[config.mk]
export PLATFORM = sky130hd
export DESIGN_NAME = dna_reader
export DESIGN_NICKNAME = d
export VERILOG_FILES = /design/src/rtl/dna_reader.sv
export SDC_FILE = /design/constraint.sdc
export NUM_CORES = 1
export LEC_CHECK = 0
export BUFFER_PORTS_ARGS = -buffer_cell sky130_fd_sc_hd__buf_2
export CORE_ASPECT_RATIO = 0.7
export CORE_MARGIN = 4
export CORE_UTILIZATION = 42
export DETAILED_ROUTE_END_ITERATION = 6
export PLACE_DENSITY = 0.62
export SLEW_MARGIN = 10
export SYNTH_ARGS = -nofsm -noshare
export SYNTH_HDL_FRONTEND = slang
export SYNTH_SLANG_ARGS = --single-unit
[constraint.sdc]
create_clock -name clk_i -period 1.9 [get_ports clk_i]
set_input_delay 0.19 -clock clk_i [delete_from_list [all_inputs] [get_ports clk_i]]
set_output_delay 0.19 -clock clk_i [all_outputs]
set_load 0.02 [all_outputs]
[src/rtl/dna_reader.sv]
// Serial reader for the DNA_PORT primitive: divides clk_i into a DNA clock, issues READ then
// SHIFT, captures DOUT MSB-first and presents the full identifier with a sticky valid flag.
module dna_reader #(
    parameter int DnaWidth  = 57,
    parameter int ClkDiv    = 2,
    parameter bit AutoStart = 1'b1
) (
    input  logic                clk_i,
    input  logic                rst_ni,
    input  logic                start_i,
    output logic                busy_o,
    output logic                valid_o,
    output logic [DnaWidth-1:0] dna_o,
    output logic                dna_clk_o,
    output logic                dna_read_o,
    output logic                dna_shift_o,
    output logic                dna_din_o,
    input  logic                dna_dout_i
);

    localparam int CntW = $clog2(DnaWidth + 1);
    localparam int DivW = (ClkDiv > 1) ? $clog2(ClkDiv) : 1;
    localparam logic [DivW-1:0] DivLast = DivW'(ClkDiv - 1);
    localparam logic [CntW-1:0] CntLast = CntW'(DnaWidth);

    typedef enum logic [1:0] {
        ST_IDLE,
        ST_READ,
        ST_SHIFT
    } state_t;

    state_t               state_reg, state_next;
    logic [DivW-1:0]      div_reg, div_next;
    logic [CntW-1:0]      cnt_reg, cnt_next;
    logic [DnaWidth-1:0]  cap_reg, cap_next;
    logic [DnaWidth-1:0]  dna_reg, dna_next;
    logic                 dclk_reg, dclk_next;
    logic                 read_reg, read_next;
    logic                 shift_reg, shift_next;
    logic                 busy_reg, busy_next;
    logic                 valid_reg, valid_next;
    logic                 auto_reg, auto_next;
    logic                 tick;
    logic                 fall;
    logic [CntW-1:0]      cnt_inc;

    assign tick    = (div_reg == DivLast);
    assign fall    = tick && dclk_reg;
    assign cnt_inc = cnt_reg + CntW'(1);

    always_ff @(posedge clk_i or negedge rst_ni) begin
        if (!rst_ni) begin
            state_reg <= ST_IDLE;
            div_reg   <= '0;
            cnt_reg   <= '0;
            cap_reg   <= '0;
            dna_reg   <= '0;
            dclk_reg  <= 1'b0;
            read_reg  <= 1'b0;
            shift_reg <= 1'b0;
            busy_reg  <= 1'b0;
            valid_reg <= 1'b0;
            // A pending auto-start is consumed in the first cycle after release.
            auto_reg  <= AutoStart;
        end else begin
            state_reg <= state_next;
            div_reg   <= div_next;
            cnt_reg   <= cnt_next;
            cap_reg   <= cap_next;
            dna_reg   <= dna_next;
            dclk_reg  <= dclk_next;
            read_reg  <= read_next;
            shift_reg <= shift_next;
            busy_reg  <= busy_next;
            valid_reg <= valid_next;
            auto_reg  <= auto_next;
        end
    end

    always_comb begin
        state_next = state_reg;
        div_next   = div_reg;
        cnt_next   = cnt_reg;
        cap_next   = cap_reg;
        dna_next   = dna_reg;
        dclk_next  = dclk_reg;
        read_next  = read_reg;
        shift_next = shift_reg;
        busy_next  = busy_reg;
        valid_next = valid_reg;
        auto_next  = 1'b0;

        case (state_reg)
            ST_IDLE: begin
                div_next  = '0;
                dclk_next = 1'b0;
                if (start_i || auto_reg) begin
                    state_next = ST_READ;
                    read_next  = 1'b1;
                    busy_next  = 1'b1;
                    valid_next = 1'b0;
                    cnt_next   = '0;
                end
            end
            ST_READ, ST_SHIFT: begin
                div_next = tick ? '0 : div_reg + DivW'(1);
                if (tick) begin
                    dclk_next = ~dclk_reg;
                end
                // All control changes and DOUT sampling sit on the DNA clock's falling edge,
                // leaving ClkDiv cycles of margin on either side of each rising edge.
                if (fall) begin
                    cap_next = {cap_reg[DnaWidth-2:0], dna_dout_i};
                    if (state_reg == ST_READ) begin
                        cnt_next   = CntW'(1);
                        read_next  = 1'b0;
                        shift_next = 1'b1;
                        state_next = ST_SHIFT;
                    end else begin
                        cnt_next = cnt_inc;
                        if (cnt_inc == CntLast) begin
                            shift_next = 1'b0;
                            dna_next   = {cap_reg[DnaWidth-2:0], dna_dout_i};
                            valid_next = 1'b1;
                            busy_next  = 1'b0;
                            state_next = ST_IDLE;
                        end
                    end
                end
            end
            default: begin
                state_next = ST_IDLE;
            end
        endcase
    end

    assign busy_o      = busy_reg;
    assign valid_o     = valid_reg;
    assign dna_o       = dna_reg;
    assign dna_clk_o   = dclk_reg;
    assign dna_read_o  = read_reg;
    assign dna_shift_o = shift_reg;
    assign dna_din_o   = 1'b0;

endmodule

# After elaboration in Yosys (flattened, before gate mapping)
# Cells that the tools add are included.
# word_totals
in_bits	4
out_inout_bits	63
register_bits	128
elab_cells	66
# op_classes
reduce_logical	14
addsub	2
bitwise_logic	2
mux	27
n_eq_ne	10
# ops
operator	n
2-to-1 mux 6 bit	3
2-to-1 mux 1 bit	13
!= test 2 bit, second input constant	6
case mux 6 bit (2 select lines)	1
case mux 1 bit (2 select lines)	5
AND reduction 3 bit	3
2-to-1 mux 2 bit	4
AND reduction 4 bit	2
adder 6 x 1 -> 6 bit, second input constant	1
equality test 6 bit, second input constant	1
AND reduction 5 bit	1
case mux 2 bit (2 select lines)	1
AND reduction 2 bit	2
nonzero test 2 bit	2
!= test 3 bit, second input constant	1
equality test 2 x 1 -> 1 bit, second input constant	1
equality test 2 bit, second input constant	1
logical NOT 2 bit	1
NOT 1 bit	2
OR reduction 2 bit	1
adder 1 bit, second input constant	1
logical AND 1 bit	1
logical OR 1 bit	1

# Longest topological paths before layout
# logic_depth
depth_word	6
depth_mapped	8
mapped_depth_nobuf	6

# Worst setup path before layout
# Ideal clock, no wire load.
# synth_path
path_kind	flip-flop to flip-flop
startpoint	register cnt_reg[0]
endpoint	register dna_reg[20] (netlist: dna_o[20])
arrival_ns	1.840
n_path_buf	2
slack_ns	-0.065
path_stages_with_launch	8
t_required_ns	1.775
synth_period_minus_slack_ns	1.965
path_cell_list	dfrtp_1 ha_1 or3b_1 o21ai_2 nand3_2 buf_6 buf_6 mux2_4
# synth_between
elab_chain_cells	3
# synth_lines
item	line_no	source
from (decl)	34	logic [CntW-1:0] cnt_reg, cnt_next;
from (signal assigned)	68	cnt_reg <= cnt_next;
adder 6 x 1 -> 6 bit	49	assign cnt_inc = cnt_reg + CntW'(1);
equality test 6 bit	121	if (cnt_inc == CntLast) begin
AND reduction 4 bit (no line)	n/a	
to (signal assigned)	70	dna_reg <= dna_next;
to (decl)	36	logic [DnaWidth-1:0] dna_reg, dna_next;
# No other way between the ends.
# A chain may end at the register's enable or synchronous reset.

# Final worst setup path
# layout_path
startpoint	register cnt_reg[0]
endpoint	register dna_reg[24] (netlist: dna_o[24])
# Same word-level chain as after synthesis.

==> summary.md <==
| Metric | Value |
|---|---|
| Hold Crit Class | input pin to async pin |
| Global Route Usage Sum | between 10% and 20% |
| Int Pwr | roughly 4700 µW |
| Flop pwr share | 46.4% |
| Leakage | roughly 0.0037 µW |
| Sw Pwr | around 1200 µW |
| Yosys reg bits | around 130 |
| Mapped Cells | 452 |
| Crit-path max FO | 18 |
| Routed WL per cell | 15.04 µm |
| Remaining antenna violation count | 0 |
| Hold Fails Final Rpt | 0 |
| Top layer in use | met4 |
| Via density | ~4.8 |
| Predominant post-synthesis flop cell | dfrtp_1 |
| Wl on met1 | approximately 5.1 mm |
| CTS tree | built |
| Maximum VDD drop | approximately 850 µV |
| Initial Utilization | 43.66% |
| Met3 WL post-DR | 559 µm |
| CTS buffer count | 17 |
| CP Data Arrival Time | 2160 ps |
| DP HPWL | a little under 7 mm |
| Worst-path clk slew | around 60 ps |
| Clock power frac | between 50 and 60% |
| Ant diodes | 0 |
| RePlAce Congestion | 0.8128 |
| RSZ-0062 raised after global routing | true |
| Required @ worst endpoint | 2180 ps |
| Worst clock skew | 8.584 ps |
| Area growth, synth to finish | 25.31% |
| Post-Layout Inst Area | ~6500 µm² |
| Max Slew Vio Count | 0 |
| Synth Warn # | 0 |
| Die Span Y | between 100 and 150 µm |
| Fin crit share | between 90% and 100% |
| Register area share after synthesis | between 60% and 70% |
| Met2 wire len | 4.856 mm |
| Final hold slack | roughly 290 ps |
| CP Class | flop to flop |
| Num rows | 33 |
| Commonest non-fill, non-tap cell in the layout | nand2_1 |
| Clk buf depth | 2 |
| Max FFs per register | 57 |
| Number of port buffers | 65 |
| Setup Viol. Count Final | 0 |
| Number of global-route vias before repair | 3426 |
| Worst setup EP type | flop |
| Total die area | approximately 14000 µm² |
| P per Cell Area | 909.2 nW/µm² |
| Clk_lat worst skew | ~400 ps |
| Placed insts | around 670 |
| Avg Inst Size Synth | around 12 µm² |
| Status | finished clean |
| Initial antenna violation count | 0 |
| IO Pins | 67 |
| Fin crit period | ~1900 ps |
| Grt total ovfl | 0 |
| Largest net degree at the start of global routing | roughly 60 |
| Number of synthesized flops with an enable pin | 0 |
| Crit path launch type | flop |
| Post-synthesis cell type count | 39 |
| Max-Cap Viols | 0 |
| Core area | roughly 12000 µm² |
| Die X | roughly 140 µm |
| Sw frac | approximately 21% |
| Most frequent cells in the layout | 178 x nand2_1, 125 x dfrtp_1, 64 x buf_2, 31 x mux2_4, 27 x mux2_2 |
| Max incr delay on CP | around 460 ps |
| Register area | roughly 3200 µm² |
| First-pass GRT wire length | 17.93 mm |
| FFs w/ async S/R, synth | between 90% and 100% |
| H-Tree Depth | 4 |
| First-pass DRT Iterations | 4 |
| Share of cells above drive strength 1 | 34.73% |
| 1st-iter DRT viols | 270 |
| Filler cell count | slightly above 1000 |
| CTS Root Cell | clkbuf_16 |
| Combinational power share | 1.4% |
| Mapped cell area | 5210 µm² |
| Vias | around 3400 |
| CTS sink cnt | about 130 |
| WL final | 10.63 mm |
| Highest clock rate | 532.5 MHz |
| Non-Filler Instances | a little over 700 |
| Multi-input logic area | 1957 µm² |
| Placed Area | roughly 5800 µm² |
| Worst path slowest cell | dfrtp_2 |
| Final core occ | a little over half |
| Nets | 548 |
| Residual DRC | 0 |
| Cell Chain, Critical Path | ha_4 -> or3b_4 -> o21ai_4 -> nand3_4 -> buf_12 -> mux2_4 |
[cell type report]
class                   instances  area share (%)
well taps                     157           3.009
repair buffers                 88           9.007
clock buffers                  19           6.784
clock inverters                12           1.821
flip-flops and latches        128           49.12
inverters                       5          0.2875
multi-input cells             298           29.97
[worst max-delay path, delay by kind of cell (launching register included)]
family,cells,cell delay [ps]
and+or+nand+nor,2,520
DFF,1,460
muxes,1,300
buffers and inverters,1,200
adders and majority gates,1,180
AOI/OAI and AO/OA,1,90
[cell usage after synthesis (all sizes together), types with 2 or more instances]
library cell  number  area (µm²)
dfrtp            127        3178
mux2              58       765.7
o21ai             10       53.80
o211ai             3       22.52
o31ai              3       22.52
clkbuf            11       41.29
nand2b             3       18.77
nor2               5       18.77
and3               3       18.77
a22o               2       17.52
inv                5       18.77
a21o               2       15.01
nand2            178       668.1
buf               11       77.57
nand3              8       45.04
ha                 6       75.07
[what timing repair did]
action                                  4_1_cts  5_1_grt
endpoints found under the setup margin       36       65
hold buffers                                  2        0
resized for setup                             5       14
endpoints found under the hold margin        33        0
gates cloned                                  0        0
pin swaps                                     0        3
buffers inserted                              0        3
[logic make-up after synthesis]
| kind of cell | share of synthesized area [%] |
|---|---|
| multiplexers | 15.13 |
| AO/OA/AOI/OAI | 3.074 |
| other | 0.07198 |
| adder cells (fa/ha/maj) | 1.441 |
| AND/OR/NAND/NOR | 15.80 |
| flip-flops | 61.50 |
| XOR/XNOR | 0.3363 |
| buffers and inverters | 2.642 |
[routing by layer]
layer	GRT usage, %	vias up
met5	0	-
met4	4.840	0
met3	4.342	9
met2	23.45	78
met1	22.94	1691
li1	-	1648
[worst paths after layout]
check | start | end | slack (ps) | cells after the start
hold / removal | rst_ni | dna_o[49] | 290 | 2
setup reg to reg | cnt_reg[0] | dna_o[24] | 20 | 6
max in group asynchronous | rst_ni | cap_reg[35] | 930 | 3
min in group clk_i | start_i | state_reg[1] | 330 | 4
setup / recovery | cnt_reg[0] | dna_o[24] | 20 | 6
hold reg to reg | busy_o | busy_o | 470 | 1
[stage by stage]
stage | TNS [ps] | power (µW) | setup WS (ps)
3_3_place_gp | 0 | 2886 | 54.93
6_report | 0 | 5936 | 22.23
5_1_grt | -300.6 | 6136 | -31.19
3_5_place_dp | -307.2 | 2890 | -22.08
4_1_cts | -0.4632 | 6000 | -0.4632
2_1_floorplan | -334.2 | 2816 | -11.14
[power groups by stage]
| stage | Combinational [µW] | Sequential, µW | Clock, µW |
|---|---|---|---|
| after floorplan | 14.3 | 2800 | 0 |
| after global placement | 84.0 | 2800 | 0 |
| after detailed placement | 87.1 | 2800 | 0 |
| after CTS | 90.6 | 2760 | 3150 |
| after global routing | 103 | 2760 | 3280 |
| final | 85.3 | 2760 | 3100 |
Power figures use the tool's default switching activity.
